## src/rtl/l2_mem_beat_bridge.sv

```systemverilog
// Bridges whole-line L2 memory requests onto a narrow valid/ready beat bus,
// splitting stores into write beats and reassembling load beats into a line.
module l2_mem_beat_bridge #(
    parameter int ADDR_W    = 64,
    parameter int LINE_W    = 128,
    parameter int BEAT_W    = 32,
    parameter int MAX_OUTST = 2
) (
    input  logic              clk,
    input  logic              reset,
    input  logic              mem_req_valid,
    input  logic [ADDR_W-1:0] mem_req_addr,
    input  logic [3:0]        mem_req_opcode,
    input  logic [LINE_W-1:0] mem_req_store_data,
    output logic              mem_rsp_valid,
    output logic [LINE_W-1:0] mem_rsp_load_data,
    output logic              bus_req_valid,
    input  logic              bus_req_ready,
    output logic [ADDR_W-1:0] bus_req_addr,
    output logic              bus_req_we,
    output logic [BEAT_W-1:0] bus_req_wdata,
    input  logic              bus_rsp_valid,
    input  logic [BEAT_W-1:0] bus_rsp_rdata,
    output logic              busy,
    output logic              err
);
    localparam int NBEATS = LINE_W / BEAT_W;
    localparam int IW     = $clog2(NBEATS);
    localparam int CW     = IW + 1;

    localparam logic [CW-1:0]     NB_C       = CW'(NBEATS);
    localparam logic [CW-1:0]     MAX_C      = CW'(MAX_OUTST);
    localparam logic [ADDR_W-1:0] BEAT_BYTES = ADDR_W'(BEAT_W / 8);
    localparam logic [ADDR_W-1:0] LINE_MASK  = ADDR_W'(LINE_W / 8 - 1);
    localparam logic [3:0]        OP_LOAD    = 4'd4;
    localparam logic [3:0]        OP_STORE   = 4'd7;

    typedef enum logic [1:0] {IDLE, ISSUE, DONE} state_t;

    state_t            state;
    logic [ADDR_W-1:0] base;
    logic              is_store;
    logic [LINE_W-1:0] st_data;
    logic [LINE_W-1:0] line_buf;
    logic [LINE_W-1:0] line_next;
    logic [CW-1:0]     iss_cnt;
    logic [CW-1:0]     rsp_cnt;
    logic [CW-1:0]     outst;
    logic [IW-1:0]     iss_idx;
    logic [IW-1:0]     rsp_idx;
    logic              beat_fire;
    logic              rsp_ok;
    logic              rsp_last;

    assign iss_idx = iss_cnt[IW-1:0];
    assign rsp_idx = rsp_cnt[IW-1:0];
    assign outst   = iss_cnt - rsp_cnt;
    assign busy    = (state != IDLE);

    // Beat outputs derive only from registered state, so they stay stable while stalled.
    assign bus_req_valid = (state == ISSUE) && (iss_cnt < NB_C) && (outst < MAX_C);
    assign bus_req_addr  = base + ADDR_W'(iss_idx) * BEAT_BYTES;
    assign bus_req_we    = is_store;
    assign bus_req_wdata = st_data[int'(iss_idx)*BEAT_W +: BEAT_W];

    assign beat_fire = bus_req_valid && bus_req_ready;
    assign rsp_ok    = bus_rsp_valid && (state == ISSUE) && (outst != '0);
    assign rsp_last  = rsp_ok && (rsp_cnt == NB_C - 1'b1);

    always_comb begin
        line_next = line_buf;
        line_next[int'(rsp_idx)*BEAT_W +: BEAT_W] = bus_rsp_rdata;
    end

    always_ff @(posedge clk) begin
        if (rsp_ok && !is_store) begin
            line_buf <= line_next;
        end
    end

    always_ff @(posedge clk) begin
        if (reset) begin
            state             <= IDLE;
            iss_cnt           <= '0;
            rsp_cnt           <= '0;
            base              <= '0;
            is_store          <= 1'b0;
            st_data           <= '0;
            mem_rsp_valid     <= 1'b0;
            mem_rsp_load_data <= '0;
            err               <= 1'b0;
        end else begin
            mem_rsp_valid <= 1'b0;
            // Responses with nothing outstanding are dropped but flagged.
            if (bus_rsp_valid && !rsp_ok) begin
                err <= 1'b1;
            end
            case (state)
                IDLE: begin
                    if (mem_req_valid) begin
                        base     <= mem_req_addr & ~LINE_MASK;
                        is_store <= (mem_req_opcode == OP_STORE);
                        st_data  <= mem_req_store_data;
                        iss_cnt  <= '0;
                        rsp_cnt  <= '0;
                        if (mem_req_opcode == OP_LOAD || mem_req_opcode == OP_STORE) begin
                            state <= ISSUE;
                        end else begin
                            err           <= 1'b1;
                            mem_rsp_valid <= 1'b1;
                            state         <= DONE;
                        end
                    end
                end
                ISSUE: begin
                    if (beat_fire) begin
                        iss_cnt <= iss_cnt + 1'b1;
                    end
                    if (rsp_ok) begin
                        rsp_cnt <= rsp_cnt + 1'b1;
                    end
                    if (rsp_last) begin
                        mem_rsp_valid <= 1'b1;
                        state         <= DONE;
                        if (!is_store) begin
                            mem_rsp_load_data <= line_next;
                        end
                    end
                end
                DONE: begin
                    // Wait for the L2 to drop its request so it is never re-accepted.
                    if (!mem_req_valid) begin
                        state <= IDLE;
                    end
                end
                default: state <= IDLE;
            endcase
        end
    end
endmodule

```

## config.mk

```make
export PLATFORM = sky130hd
export DESIGN_NAME = l2_mem_beat_bridge
export DESIGN_NICKNAME = d
export VERILOG_FILES = /design/src/rtl/l2_mem_beat_bridge.sv
export SDC_FILE = /design/constraint.sdc
export NUM_CORES = 1
export LEC_CHECK = 0
export CAP_MARGIN = 20
export CELL_PAD_IN_SITES_DETAIL_PLACEMENT = 1
export CELL_PAD_IN_SITES_GLOBAL_PLACEMENT = 1
export CORE_UTILIZATION = 37
export CTS_CLUSTER_SIZE = 14
export DETAILED_ROUTE_END_ITERATION = 7
export GPL_ROUTABILITY_DRIVEN = 0
export PLACE_DENSITY = 0.77
export RECOVER_POWER = 25
export REMOVE_ABC_BUFFERS = 1
export SLEW_MARGIN = 20
export SYNTH_ARGS = -nofsm -noshare
export SYNTH_HDL_FRONTEND = slang
export SYNTH_SLANG_ARGS = --single-unit
```

## constraint.sdc

```tcl
create_clock -name clk -period 11.5 [get_ports clk]
set_input_delay 2.875 -clock clk [delete_from_list [all_inputs] [get_ports clk]]
set_output_delay 2.875 -clock clk [all_outputs]
set_load 0.01 [all_outputs]
```

==> flow_results.org <==
** Yosys
- Summed over its instances, the top area cell type makes up a little over a third of the synthesized netlist area.
- Flip-flop cell with the highest count after synthesis :: sky130_fd_sc_hd__dfxtp_1
- Gate count of the mapped netlist :: 1904
- Cell types with the highest counts after synthesis :: sky130_fd_sc_hd__nand2_1, sky130_fd_sc_hd__dfxtp_1, sky130_fd_sc_hd__a21oi_1
- After synthesis, the netlist uses 37 different library cells.
- Yosys Warn Count :: 0
- Cell Area, Synth :: approximately 0.018 mm2
- Cell with the most instances after synthesis :: sky130_fd_sc_hd__nand2_1
- Leading post-synthesis cells by cell area :: sky130_fd_sc_hd__dfxtp_1, sky130_fd_sc_hd__edfxtp_1, sky130_fd_sc_hd__nand2_1
- A synthesized cell averages 9.421 um2.
- The synthesized design contains ~130 enable-type register cells.
- After synthesis, the share of flip-flops with an asynchronous set or reset is 0%.
- Flop and latch count out of synthesis :: about 460
- Sequential elements use roughly 58% of the synthesized area.
- Cell type contributing the most total cell area after synthesis :: sky130_fd_sc_hd__dfxtp_1

** Run status
- Result of the run :: complete, but fails checks
- The checks that failed: capacitance limit.

** Routing
- Dividing the detail-routed wire length by the instance count gives between 20 and 25 um.
- The final layout contains routed wiring with a total length of roughly 60 mm.
- After the first detailed-routing iteration, the DRC count stood at slightly below 1000.
- The final route contains ~15000 vias.
- The first TritonRoute pass finished after 5 iterations.
- In the routed design, unresolved DRC markers number 0.
- In the routed layout, each cell is associated on average with a via count of roughly 5.2.
- The count of nets left with antenna violations once routing finished came out at 0.

** Worst setup path
- Largest fanout on the critical path :: 96
- Worst path required time :: 12000 ps
- STA classifies the critical path endpoint as a register.
- CP Class :: primary input to register
- The worst setup path is launched from a primary input.
- Data on the critical path arrives at its endpoint at slightly below 7000 ps.

** Finish
- The post-route netlist has under 10% of its cells at a drive strength greater than 1.
- Fin cells :: between 2000 and 3000
- Once layout is done, the placed cells without fillers occupy between 0.02 and 0.025 mm2.
- At the end of the flow the core is filled with cells to 51.25%.
- In the final design database the tool counted between 2000 and 3000 nets.
- From synthesis to final layout, the design area changed by 36.40%.

** Floorplan
- Initial Util :: a little under two fifths
- For this design the top-level I/O count stands at between 400 and 500.
- The die is around 220 um wide.
- Standard-cell row count :: 80
- The floorplan step defined a die boundary enclosing ~0.05 mm2.
- The floorplan step set the die height to 222.2 um.
- Area of the core :: roughly 0.048 mm2

** Clock network
- The clock reaches the later pin of the worst-skew pair after about 600 ps.
- After clock tree synthesis, the clock-pin slew on the worst setup and hold paths is around 60 ps.
- Max H-tree Level :: 2
- Clock tree synthesis found a total of roughly 460 sinks.
- TritonCTS clock tree :: built
- Hold repair after CTS inserted 0 buffers.
- Post-CTS setup buffer count :: 0
- Counting along the longest clock path gives a buffer depth of 3.
- Master cell of the clock root buffer :: sky130_fd_sc_hd__clkbuf_16
- The number of gates resized after CTS was 0.
- TritonCTS created 50 clock buffers.

** Global route
- Entering global routing, the biggest net connects 232 pins.
- The first global-routing pass estimated 92.34 mm of wire.
- Via count of the first global-routing pass :: 15962
- Combined global-route utilization of all metal layers :: 23.83%
- Initial antenna violation count :: 15
- Gr ovfl total :: 0

** STA
- The count of endpoints failing hold in the final timing report is 0.
- The worst path needs between 6000 and 7000 ps of the cycle, external delays included.
- Hold timing on the final database bottoms out at a slack of roughly 450 ps.
- Setup total negative slack on the finished layout was measured at 0 ps.
- Highest clock rate :: about 0.16 GHz
- Count of final setup violators :: 0
- Setup repair after global routing left no endpoint under its margin.
- Of the available clock period, the critical path in the final layout requires a little under three fifths.
- Max-slew headroom :: 0.7179%
- Measured slew at the worst slew-check pin :: 1479 ps
- The max-slew violation total from the final report is 0.
- Setup Skew :: approximately 19 ps

** Pwr
- PD cells :: 144.8 mW/mm2
- VDD sags by at most approximately 100 uV.
- Leakage power :: 8.762 nW

** Placed design
- Port bufs :: 455
- HPWL reported at the end of detailed placement :: about 38 mm
- DP Cell Count :: 2844
- Once placement finished, the instance area stood at roughly 0.023 mm2.

** Min path
- The path class of the tightest hold or removal check is register to register.

** Job
- Max-capacitance violation count :: 1
-- sequential cells by signal, summed over array words and instances (netlist names) --
signal,cells
line_buf,128
mem_rsp_load_data,128
st_data,128
base,60
iss_cnt,3
rsp_cnt,3
state,2
bus_req_we,1
err,1
mem_rsp_valid,1
-- through the flow --
step                total power, W  worst slack, ps
finish                    0.003543             5069
global route              0.003675             4719
detailed placement        0.002021             5192
global placement          0.002010             5279
CTS                       0.003593             5690
floorplan                 0.001847           -182.5
-- critical path: stages --
cell and delay (ps):
sky130_fd_sc_hd__dlygate4sd3_1 530, sky130_fd_sc_hd__nor2b_1 280, sky130_fd_sc_hd__nor2b_1 1070, sky130_fd_sc_hd__buf_4 860, sky130_fd_sc_hd__buf_4 850, sky130_fd_sc_hd__nand2_1 170, sky130_fd_sc_hd__a21oi_1 160
-- worst paths after layout --
path | startpoint | depth (start not counted) | end | slack, ps
worst max-delay path | mem_req_valid | 7 | base[60]$_SDFFE_PP0P_ | 5070
worst min-delay path | base[10]$_SDFFE_PP0P_ | 2 | base[10]$_SDFFE_PP0P_ | 450
worst max register to register | rsp_cnt[0]$_SDFFE_PP0P_ | 6 | mem_rsp_load_data[89]$_SDFFE_PP0P_ | 7340
worst min register to register | base[10]$_SDFFE_PP0P_ | 2 | base[10]$_SDFFE_PP0P_ | 450
-- layout by cell type, fill, tap and decap left out, types with 32 or more instances in the layout --
| master | n |
|---|---|
| sky130_fd_sc_hd__clkbuf_16 | 51 |
| sky130_fd_sc_hd__dlygate4sd3_1 | 77 |
| sky130_fd_sc_hd__mux4_2 | 32 |
| sky130_fd_sc_hd__a21oi_1 | 193 |
| sky130_fd_sc_hd__nand2b_1 | 129 |
| sky130_fd_sc_hd__clkdlybuf4s50_1 | 377 |
| sky130_fd_sc_hd__nor2_1 | 129 |
| sky130_fd_sc_hd__dfxtp_1 | 325 |
| sky130_fd_sc_hd__nand2_1 | 638 |
| sky130_fd_sc_hd__a311oi_1 | 130 |
| sky130_fd_sc_hd__edfxtp_1 | 128 |
-- final cells by class --
type,instances,area [um2]
clock inverter,12,82.58
sequential,455,10390
tap,615,769.5
timing repair buffer,470,4693
clock buffer,80,1525
multi-input combinational,1298,6968
fill,5342,23280
inverter,6,22.52
antenna,6,15.01
-- logic make-up (layout without fill, tap and decap cells) --
family / Yosys count / in the layout / share of synthesized area (%)
adder cells (fa/ha/maj): 10 / 10 / 0.7394
other: 1 / 8 / 0.02090
AND/OR/NAND/NOR: 920 / 920 / 21.43
multiplexers: 32 / 32 / 4.018
buffers and inverters: 152 / 568 / 3.508
flip-flops: 455 / 455 / 57.92
AO/OA/AOI/OAI: 330 / 330 / 12.09
XOR/XNOR: 4 / 4 / 0.2720
-- where the power goes --
part | leakage (nW) | internal (W) | switching, W | total [W]
Sequential | 3.82 | 0.00168 | 0.0000220 | 0.00171
Clock | 0.801 | 0.000909 | 0.000653 | 0.00156
Combinational | 4.15 | 0.000141 | 0.000135 | 0.000275
Total | 8.76 | 0.00273 | 0.000810 | 0.00354
-- metal layers --
layer / track usage (%) / share of wire, % / vias up
li1: - / - / 7276
met5: 0 / 0.24 / -
met4: 6.922 / 2.2 / 22
met3: 8.622 / 9.1 / 94
met1: 28.32 / 40 / 7559
met2: 40.23 / 48 / 455
No activity file was read; power rests on OpenSTA's default activity.
